[config.mk]
export PLATFORM = sky130hd
export DESIGN_NAME = operand_bank
export DESIGN_NICKNAME = d
export VERILOG_FILES = /design/src/rtl/operand_bank_pkg.sv /design/src/rtl/operand_bank_word_assembler.sv /design/src/rtl/operand_bank.sv
export SDC_FILE = /design/constraint.sdc
export NUM_CORES = 2
export LEC_CHECK = 0
export CORE_MARGIN = 1.5
export CORE_UTILIZATION = 55
export DETAILED_ROUTE_END_ITERATION = 10
export PLACE_DENSITY = 0.74
export SYNTH_ARGS = -nofsm -noshare
export SYNTH_HDL_FRONTEND = slang
export SYNTH_SLANG_ARGS = --single-unit
[constraint.sdc]
create_clock -name CLK_IN -period 192.8 [get_ports CLK_IN]
set_clock_uncertainty 0.1 [all_clocks]
set_input_delay 38.56 -clock CLK_IN [delete_from_list [all_inputs] [get_ports CLK_IN]]
set_output_delay 38.56 -clock CLK_IN [all_outputs]
set_load 0.01 [all_outputs]
[src/rtl/operand_bank_pkg.sv]
// Shared encodings, reset constants and FSM state types for the operand bank.
package operand_bank_pkg;

  localparam logic [1:0] FIELD_M    = 2'd0;
  localparam logic [1:0] FIELD_E    = 2'd1;
  localparam logic [1:0] FIELD_N    = 2'd2;
  localparam logic [1:0] FIELD_RSVD = 2'd3;

  localparam logic [7:0] DEF_M = 8'h20;
  localparam logic [7:0] DEF_E = 8'h02;
  localparam logic [7:0] DEF_N = 8'h20;

  typedef enum logic [1:0] {
    W_IDLE    = 2'd0,
    W_COLLECT = 2'd1,
    W_COMMIT  = 2'd2
  } wr_state_e;

  typedef enum logic {
    L_IDLE  = 1'b0,
    L_VALID = 1'b1
  } ln_state_e;

endpackage

[src/rtl/operand_bank_word_assembler.sv]
// Collects bus words (LS word first) into one operand and pulses commit for a cycle.
module word_assembler
  import operand_bank_pkg::*;
#(
  parameter int DW     = 32,
  parameter int WIDTH  = 128,
  parameter int SLOT_W = 2
) (
  input  logic              clk,
  input  logic              rst,
  input  logic              wr_valid,
  output logic              wr_ready,
  input  logic [SLOT_W-1:0] wr_slot,
  input  logic [1:0]        wr_field,
  input  logic [DW-1:0]     wr_data,
  output logic              commit,
  output logic [SLOT_W-1:0] commit_slot,
  output logic [1:0]        commit_field,
  output logic [WIDTH-1:0]  commit_data
);

  localparam int WPO   = WIDTH / DW;
  localparam int CNT_W = $clog2(WPO + 1);

  wr_state_e          state_r;
  logic [CNT_W-1:0]   cnt_r;
  logic [WIDTH-1:0]   shift_r;
  logic [SLOT_W-1:0]  slot_r;
  logic [1:0]         field_r;
  logic               ready_r;

  // Write FSM: slot/field are captured only with the first word of an operand.
  always_ff @(posedge clk or posedge rst) begin
    if (rst) begin
      state_r <= W_IDLE;
      cnt_r   <= '0;
      shift_r <= '0;
      slot_r  <= '0;
      field_r <= 2'd0;
      ready_r <= 1'b1;
    end else begin
      case (state_r)
        W_IDLE: begin
          if (wr_valid && ready_r) begin
            slot_r  <= wr_slot;
            field_r <= wr_field;
            shift_r <= WIDTH'(wr_data);
            cnt_r   <= CNT_W'(1);
            if (WPO == 1) begin
              state_r <= W_COMMIT;
              ready_r <= 1'b0;
            end else begin
              state_r <= W_COLLECT;
            end
          end
        end
        W_COLLECT: begin
          if (wr_valid) begin
            shift_r[int'(cnt_r)*DW +: DW] <= wr_data;
            cnt_r <= cnt_r + CNT_W'(1);
            if (cnt_r + CNT_W'(1) == CNT_W'(WPO)) begin
              state_r <= W_COMMIT;
              ready_r <= 1'b0;
            end
          end
        end
        W_COMMIT: begin
          state_r <= W_IDLE;
          cnt_r   <= '0;
          ready_r <= 1'b1;
        end
        default: begin
          state_r <= W_IDLE;
          cnt_r   <= '0;
          ready_r <= 1'b1;
        end
      endcase
    end
  end

  assign wr_ready     = ready_r;
  assign commit       = (state_r == W_COMMIT);
  assign commit_slot  = slot_r;
  assign commit_field = field_r;
  assign commit_data  = shift_r;

endmodule

[src/rtl/operand_bank.sv]
// Writable bank of RSA operand sets; launches one set to the exponentiation core.
module operand_bank
  import operand_bank_pkg::*;
#(
  parameter int RSA_WIDTH          = 128,
  parameter int C_S_AXI_DATA_WIDTH = 32,
  parameter int NUM_SLOTS          = 4,
  parameter int SLOT_W             = $clog2(NUM_SLOTS)
) (
  input  logic                          CLK_IN,
  input  logic                          RST_IN,
  input  logic                          WR_VALID_IN,
  output logic                          WR_READY_OUT,
  input  logic [SLOT_W-1:0]             WR_SLOT_IN,
  input  logic [1:0]                    WR_FIELD_IN,
  input  logic [C_S_AXI_DATA_WIDTH-1:0] WR_DATA_IN,
  input  logic [C_S_AXI_DATA_WIDTH-1:0] SELECT_IN,
  input  logic                          START_IN,
  output logic [RSA_WIDTH-1:0]          M_OUT,
  output logic [RSA_WIDTH-1:0]          E_OUT,
  output logic [RSA_WIDTH-1:0]          N_OUT,
  output logic                          OUT_VALID_OUT,
  input  logic                          OUT_READY_IN,
  output logic                          ERR_OUT
);

  logic                  commit_s;
  logic [SLOT_W-1:0]     commit_slot_s;
  logic [1:0]            commit_field_s;
  logic [RSA_WIDTH-1:0]  commit_data_s;

  logic [RSA_WIDTH-1:0]  m_r [NUM_SLOTS];
  logic [RSA_WIDTH-1:0]  e_r [NUM_SLOTS];
  logic [RSA_WIDTH-1:0]  n_r [NUM_SLOTS];

  ln_state_e             ln_state_r;
  logic                  launch_s;
  logic                  sel_oob_s;
  logic [SLOT_W-1:0]     sel_idx_s;

  word_assembler #(
    .DW     (C_S_AXI_DATA_WIDTH),
    .WIDTH  (RSA_WIDTH),
    .SLOT_W (SLOT_W)
  ) u_word_assembler (
    .clk          (CLK_IN),
    .rst          (RST_IN),
    .wr_valid     (WR_VALID_IN),
    .wr_ready     (WR_READY_OUT),
    .wr_slot      (WR_SLOT_IN),
    .wr_field     (WR_FIELD_IN),
    .wr_data      (WR_DATA_IN),
    .commit       (commit_s),
    .commit_slot  (commit_slot_s),
    .commit_field (commit_field_s),
    .commit_data  (commit_data_s)
  );

  // Launch decode: out-of-range selects fall back to slot 0.
  always_comb begin
    launch_s  = (ln_state_r == L_IDLE) && START_IN;
    sel_oob_s = (SELECT_IN >= C_S_AXI_DATA_WIDTH'(NUM_SLOTS));
    if (sel_oob_s) begin
      sel_idx_s = '0;
    end else begin
      sel_idx_s = SELECT_IN[SLOT_W-1:0];
    end
  end

  // Operand storage; the reserved field commits nothing.
  always_ff @(posedge CLK_IN or posedge RST_IN) begin
    if (RST_IN) begin
      for (int i = 0; i < NUM_SLOTS; i++) begin
        m_r[i] <= RSA_WIDTH'(DEF_M);
        e_r[i] <= RSA_WIDTH'(DEF_E);
        n_r[i] <= RSA_WIDTH'(DEF_N);
      end
    end else if (commit_s) begin
      case (commit_field_s)
        FIELD_M: m_r[commit_slot_s] <= commit_data_s;
        FIELD_E: e_r[commit_slot_s] <= commit_data_s;
        FIELD_N: n_r[commit_slot_s] <= commit_data_s;
        default: ;
      endcase
    end
  end

  // Launch FSM; a same-cycle commit is not visible to the launch (reads old storage).
  always_ff @(posedge CLK_IN or posedge RST_IN) begin
    if (RST_IN) begin
      ln_state_r    <= L_IDLE;
      M_OUT         <= RSA_WIDTH'(DEF_M);
      E_OUT         <= RSA_WIDTH'(DEF_E);
      N_OUT         <= RSA_WIDTH'(DEF_N);
      OUT_VALID_OUT <= 1'b0;
    end else begin
      case (ln_state_r)
        L_IDLE: begin
          if (launch_s) begin
            M_OUT         <= m_r[sel_idx_s];
            E_OUT         <= e_r[sel_idx_s];
            N_OUT         <= n_r[sel_idx_s];
            OUT_VALID_OUT <= 1'b1;
            ln_state_r    <= L_VALID;
          end
        end
        L_VALID: begin
          if (OUT_READY_IN) begin
            OUT_VALID_OUT <= 1'b0;
            ln_state_r    <= L_IDLE;
          end
        end
        default: begin
          OUT_VALID_OUT <= 1'b0;
          ln_state_r    <= L_IDLE;
        end
      endcase
    end
  end

  // Sticky error: bad launch select or a commit to the reserved field.
  always_ff @(posedge CLK_IN or posedge RST_IN) begin
    if (RST_IN) begin
      ERR_OUT <= 1'b0;
    end else if ((launch_s && sel_oob_s) || (commit_s && commit_field_s == FIELD_RSVD)) begin
      ERR_OUT <= 1'b1;
    end
  end

endmodule

Word-level counts from Yosys, hierarchy flattened

Cells that the tools add are included.
Widths: inputs -> output; s select.

Bits in registers: 2061
Latch bits: 0
Bits in writable memories: 0
ROM bits: 0
Output and inout bits: 387
Memories kept: 0

$add $sub $neg: 2
Multiply operators: 0
Div/mod/pow operators: 0
Magnitude comparators: 4
Eq/ne operators: 11
Shift-type cells: 2
Mux-type cells: 35
Bitwise gates (word level): 4
Reduce and logical (&&, ||, !) cells: 19

Operator list:

| kind                      | count |
|---|---|
| $bwmux 512                | 3 |
| $mux 128                  | 9 |
| $bmux 128 s2              | 3 |
| $demux 128 s2             | 1 |
| $pmux 128 s2              | 1 |
| $bwmux 128                | 1 |
| $shift 32x33->128 const A | 1 |
| $shiftx 32x33->128        | 1 |
| $neg 8->33                | 1 |
| $ge 32x3->1 const B       | 1 |
| $reduce_and 2->1          | 7 |
| $reduce_and 3->1          | 3 |
| $mux 2                    | 4 |
| $eq 2x2->1 const B        | 3 |
| $ge 3x3->1 const B        | 2 |
| $mux 1                    | 6 |
| $mux 3                    | 2 |
| $ne 2x2->1 const B        | 3 |
| $not 2->3                 | 2 |
| $pmux 1 s2                | 3 |
| $pmux 3 s2                | 1 |
| $logic_and 1x1->1         | 5 |
| $eq 2x1->1 const B        | 2 |
| $logic_not 2->1           | 2 |
| other kinds (8)           | 10 |

Longest topological paths before layout

Word-level depth: 6
Depth in mapped cells: 9
Depth with buffers taken out: 8

Hierarchy

Synthesis repeated with hierarchy kept, for this count alone.

Cell total of the unflattened synthesis: 6765
Area, all modules: 88048.2 sq um

By module, submodules not included:

| module         | instances | cells an instance | area an instance (sq um) | seq. area each (sq um) |
|---|---|---|---|---|
| operand_bank   | 1         | 6424              | 82779.4                  | 48139.9 |
| word_assembler | 1         | 341               | 5268.8                   | 3454.6 |

Worst setup path after synthesis

OpenSTA, ideal clock, no wires.

Path kind: input -> register
Start: input SELECT_IN[22]
End: register M_OUT[22]
Library setup time: 138 ps
Arrival time: 40015 ps
Setup slack: 152547 ps
Stages on the path: 8
Buffers on the path: 3
Path through: nor4_1 > nand4_1 > o21a_1 > clkbuf_1 > buf_2 > buf_2 > a22oi_1 > o211ai_1

Cells in the longest elaborated chain, start to end: 6

RTL lines:

| element                                     | line                | source |
|---|---|---|
| from (decl)                                 | operand_bank.sv:17  | `input logic [C_S_AXI_DATA_WIDTH-1:0] SELECT_IN,` |
| $ge 32x3->1                                 | operand_bank.sv:62  | `sel_oob_s = (SELECT_IN >= C_S_AXI_DATA_WIDTH'(NUM_SLOTS));` |
| $mux 2                                      | operand_bank.sv:63  | `if (sel_oob_s) begin` |
| $not 2->3 (not written as such)             | operand_bank.sv:100 | `M_OUT <= m_r[sel_idx_s];` |
| $bmux 128 s2                                | operand_bank.sv:100 |  |
| $mux 128 (not written as such) (2 in a row) | operand_bank.sv:100 |  |
| to (signal assigned)                        | operand_bank.sv:92  | `M_OUT <= RSA_WIDTH'(DEF_M);` |
| to (signal assigned)                        | operand_bank.sv:100 |  |
| to (decl)                                   | operand_bank.sv:19  | `output logic [RSA_WIDTH-1:0] M_OUT,` |

Every way passes these cells. The select of a mux whose other input is x is not followed.
A chain may end at the register's enable or synchronous reset.

Worst setup path in the final report

Start: input START_IN
End: register M_OUT[55]

Cells in the longest elaborated chain, start to end: 2

RTL lines:

| element                    | line               | source |
|---|---|---|
| from (decl)                | operand_bank.sv:18 | `input logic START_IN,` |
| $logic_and 1x1->1          | operand_bank.sv:61 | `launch_s = (ln_state_r == L_IDLE) && START_IN;` |
| $reduce_and 2->1 (no line) | n/a                |  |

Every way passes these cells.

==> results.py <==
metrics = {
    "sta": {
        "worst_slew_margin_rel_pct": 12.6,
        "tns_ns": 0,
        "max_slew.worst_pin.slew_ns": 1.31,
        "report.final.slew_viol_count": 0,
        "post-route-period-util_pct": 22.6,
        "rsz0062_at_grt": "no",
        "layout_min_cycle_time_ns": 43.58,
        "timing.fmax_ghz": 0.0229,
        "setup_violations": 0,
        "fin_worst_hold_slack_ns": 0.375,
        "hold_viol_final": 0,
    },
    "final_layout": {
        "post_route_cells_drive_above_1_share_pct": 30.4,
        "design.final.nets": 6961,
        "most-common-layout-cells": "2045 x dfrtp_1, 1689 x mux2_2, 457 x clkdlybuf4s50_1",
        "layout_commonest_cell": "dfrtp_1",
        "finalCoreUtilization_pct": 63.1,
        "area.growth.synth_to_final_pct": 14.2,
        "design_area_mm2": 0.0997,
        "multi_input_area_mm2": 0.0332,
        "area_used_by_sequential_logic_in_the_layout_mm2": 0.0516,
        "fillers": 11700,
    },
    "place": {
        "finalWeightedCongestion": 0.791,
        "post-dp-hpwl_um": 141000,
        "port-buffer-count": 459,
        "postPlaceCellArea_mm2": 0.0928,
    },
    "setup_path": {
        "crit_path_max_fanout": 96,
        "timing_worst_setup_path_type": "in2reg",
        "critical_path_s_top_delay_family": "buffers and inverters",
        "critical-path-top-cell-by-count": "buf_4",
        "crit_path_launch_type": "input pin",
        "crit_buf_inv": 6,
        "crit_arrival_ns": 44.24,
        "critPathCaptureType": "flop",
        "worst_path_largest_cell_delay_ns": 0.89,
        "crit_path_cell_trace": "clkdlybuf4s50_1, nand2_4, buf_4, buf_4, buf_4, buf_4, buf_4, a22oi_1, o211ai_1",
        "timing.critical_path.required_ns": 193.47,
        "slowest_stage": "buf_4",
    },
    "clock_tree": {
        "htree_num_levels": 4,
        "clkLatencyLatePin_ns": 0.87,
        "cts.repair_timing.setup_buffer_count": 0,
        "cts_sinks": 2061,
        "root_buffer": "clkbuf_16",
        "cts_inserted_buffers": 203,
        "cts_repair_resize_count": 0,
        "clock_path_buffers": 3,
        "number_of_hold_buffers_added_after_cts": 0,
        "tritoncts": "done",
        "reg_clk_slew_reported_paths_ns": 0.06,
    },
    "synthesis": {
        "ys_types": 43,
        "ys_ff_latch": 2061,
        "synth_nets": 6839,
        "syn-cell-area_mm2": 0.0873,
        "syn_inst": 6762,
        "sequential_element_share_of_the_synthesized_area_pct": 59.1,
        "synth.avg_cell_area_um2": 12.9,
        "synth.yosys.warnings": 0,
    },
    "drt": {
        "post_drt_wl_per_cell_um": 26.4,
        "drt_iter0_drc": 4187,
        "routed_met2_length_um": 113000,
        "top_layer": "met5",
        "drt_drc_violations_left": 0,
        "detail_route.first_pass.iterations": 6,
        "vias_per_cell": 6.21,
        "routed-via-count": 56700,
        "met3WireLength_um": 16900,
        "drt.antenna.violating_nets": 0,
        "routed_wirelength_um": 241000,
        "m1WireLength_um": 103000,
    },
    "outcome": {
        "outcome": "finished, final reports clean",
    },
    "grt": {
        "grt-ovfl-total": 0,
        "grt_antenna_before_repair": 8,
        "grtUsageTotal_pct": 29.8,
        "grt_first_pass_wirelength_um": 366000,
        "maximum_number_of_pins_on_one_net_before_global_route_repair": 187,
        "vias_in_the_first_global_route": 58300,
    },
    "floorplan": {
        "design.portCount": 460,
        "std_cell_rows": 146,
        "die_height_um": 401,
        "placeableCoreArea_mm2": 0.158,
        "start_util_pct": 55.2,
        "die_area_mm2": 0.161,
        "dieWidth_um": 401,
    },
    "power_and_ir_drop": {
        "p_per_area_mw_per_mm2": 8.67,
        "max-vdd-ir-drop_mv": 0.00923,
        "finalPower_w": 0.000864,
        "static-leakage-power_nw": 48.4,
    },
    "min_path": {
        "timing.hold.worst.class": "reg2reg",
    },
    "flow_run": {
        "drv_cap": 0,
    },
}
## metrics by stage
stage,setup slack (ns),std cells
3_3_place_gp,148.46,8751
6_report,149.23,9137
5_1_grt,148.88,9133
3_5_place_dp,148.36,8751
2_1_floorplan,95.95,6762
4_1_cts,149.29,9123
## flip-flops by register name, summed over array words and instances, names as in the netlist
register,count
e_r,512
OUT_VALID_OUT,1
N_OUT,128
n_r,512
u_word_assembler.cnt_r,3
M_OUT,128
u_word_assembler.state_r,2
ln_state_r,1
E_OUT,128
u_word_assembler.commit_field,2
m_r,512
ERR_OUT,1
u_word_assembler.commit_data,128
u_word_assembler.wr_ready,1
u_word_assembler.commit_slot,2
## layer usage
layer | up-vias | GRT usage (%)
li1 | 24500 | -
met1 | 30000 | 40.8
met2 | 1861 | 47.4
met3 | 344 | 6.42
met4 | 4 | 10.2
met5 | - | 0
## path summary, 6_finish.rpt
kind / from / endpoint / slack, ns / depth (start not counted)
worst min-delay path: E_OUT[1] / E_OUT[1] / 0.38 / 2
worst max register to register: ln_state_r / M_OUT[55] / 186.97 / 9
min in group asynchronous: RST_IN / E_OUT[100] / 38.18 / 2
worst max-delay path: START_IN / M_OUT[55] / 149.23 / 9
max in group asynchronous: RST_IN / e_r[433] / 150.19 / 6
worst min register to register: E_OUT[1] / E_OUT[1] / 0.38 / 2
## synth_stat cells
cell,n,area share [%]
nor2b_1,121,0.87
and4_1,1,0.010
inv_1,8,0.034
nor2_2,2,0.014
ha_1,4,0.057
o21ai_1,231,1.3
a31oi_1,117,0.84
o21ai_0,41,0.24
dfstp_2,16,0.48
clkbuf_2,1,0.0057
and3_1,3,0.022
nor4b_1,1,0.010
nor3b_1,1,0.0086
a22o_1,90,0.90
clkbuf_1,424,1.8
nor3_2,2,0.023
buf_1,27,0.12
o2bb2ai_1,4,0.040
nand2_1,406,1.7
nand3_1,3,0.017
dfrtp_1,2045,59
or2_1,1,0.0072
a21oi_1,270,1.5
mux2i_1,267,3.1
nand2b_1,3,0.022
a311oi_1,1,0.010
nor2_1,277,1.2
nand3b_1,2,0.017
buf_2,178,1.0
mux2_2,1689,22
nor3_1,4,0.023
o22ai_1,268,1.9
nor4_1,8,0.057
o211ai_1,117,1.0
a32oi_1,1,0.010
and4bb_2,2,0.029
a22oi_1,117,1.0
a21o_1,1,0.0086
or3_1,2,0.014
a41o_1,1,0.011
a32o_1,1,0.011
nand4_1,3,0.022
o21a_1,1,0.0086
## cells by family after synthesis
kind of cell,Yosys count,share of synthesized area (%)
AND/OR/NAND/NOR,842,4.10
adder cells (fa/ha/maj),4,0.0573
AO/OA/AOI/OAI,1261,8.88
buffers and inverters,638,3.00
multiplexers,1956,24.9
flip-flops,2061,59.1
## worst register-to-register path, delay by kind of cell (launching register included)
kind	cells	cell delay (ns)
buffers and inverters	6	4.42
and+or+nand+nor	1	0.46
DFF	1	0.38
AOI/OAI and AO/OA	2	0.38
## cell type report
| class | instances | share of cell area, % |
|---|---|---|
| clock inverter | 54 | 0.712 |
| clock buffer | 318 | 6.13 |
| multi-input combinational | 4063 | 33.3 |
| timing repair buffer | 547 | 5.37 |
| antenna | 14 | 0.0351 |
| tap | 2072 | 2.60 |
| sequential | 2061 | 51.8 |
| inverter | 8 | 0.0377 |
## power breakdown
part / switching [W] / internal, W / total, W
sequential: 0.0000000589 / 0.000433 / 0.000433
clock: 0.000171 / 0.000229 / 0.000400
combinational: 0.0000251 / 0.00000583 / 0.0000310
Power figures use the tool's default switching activity.
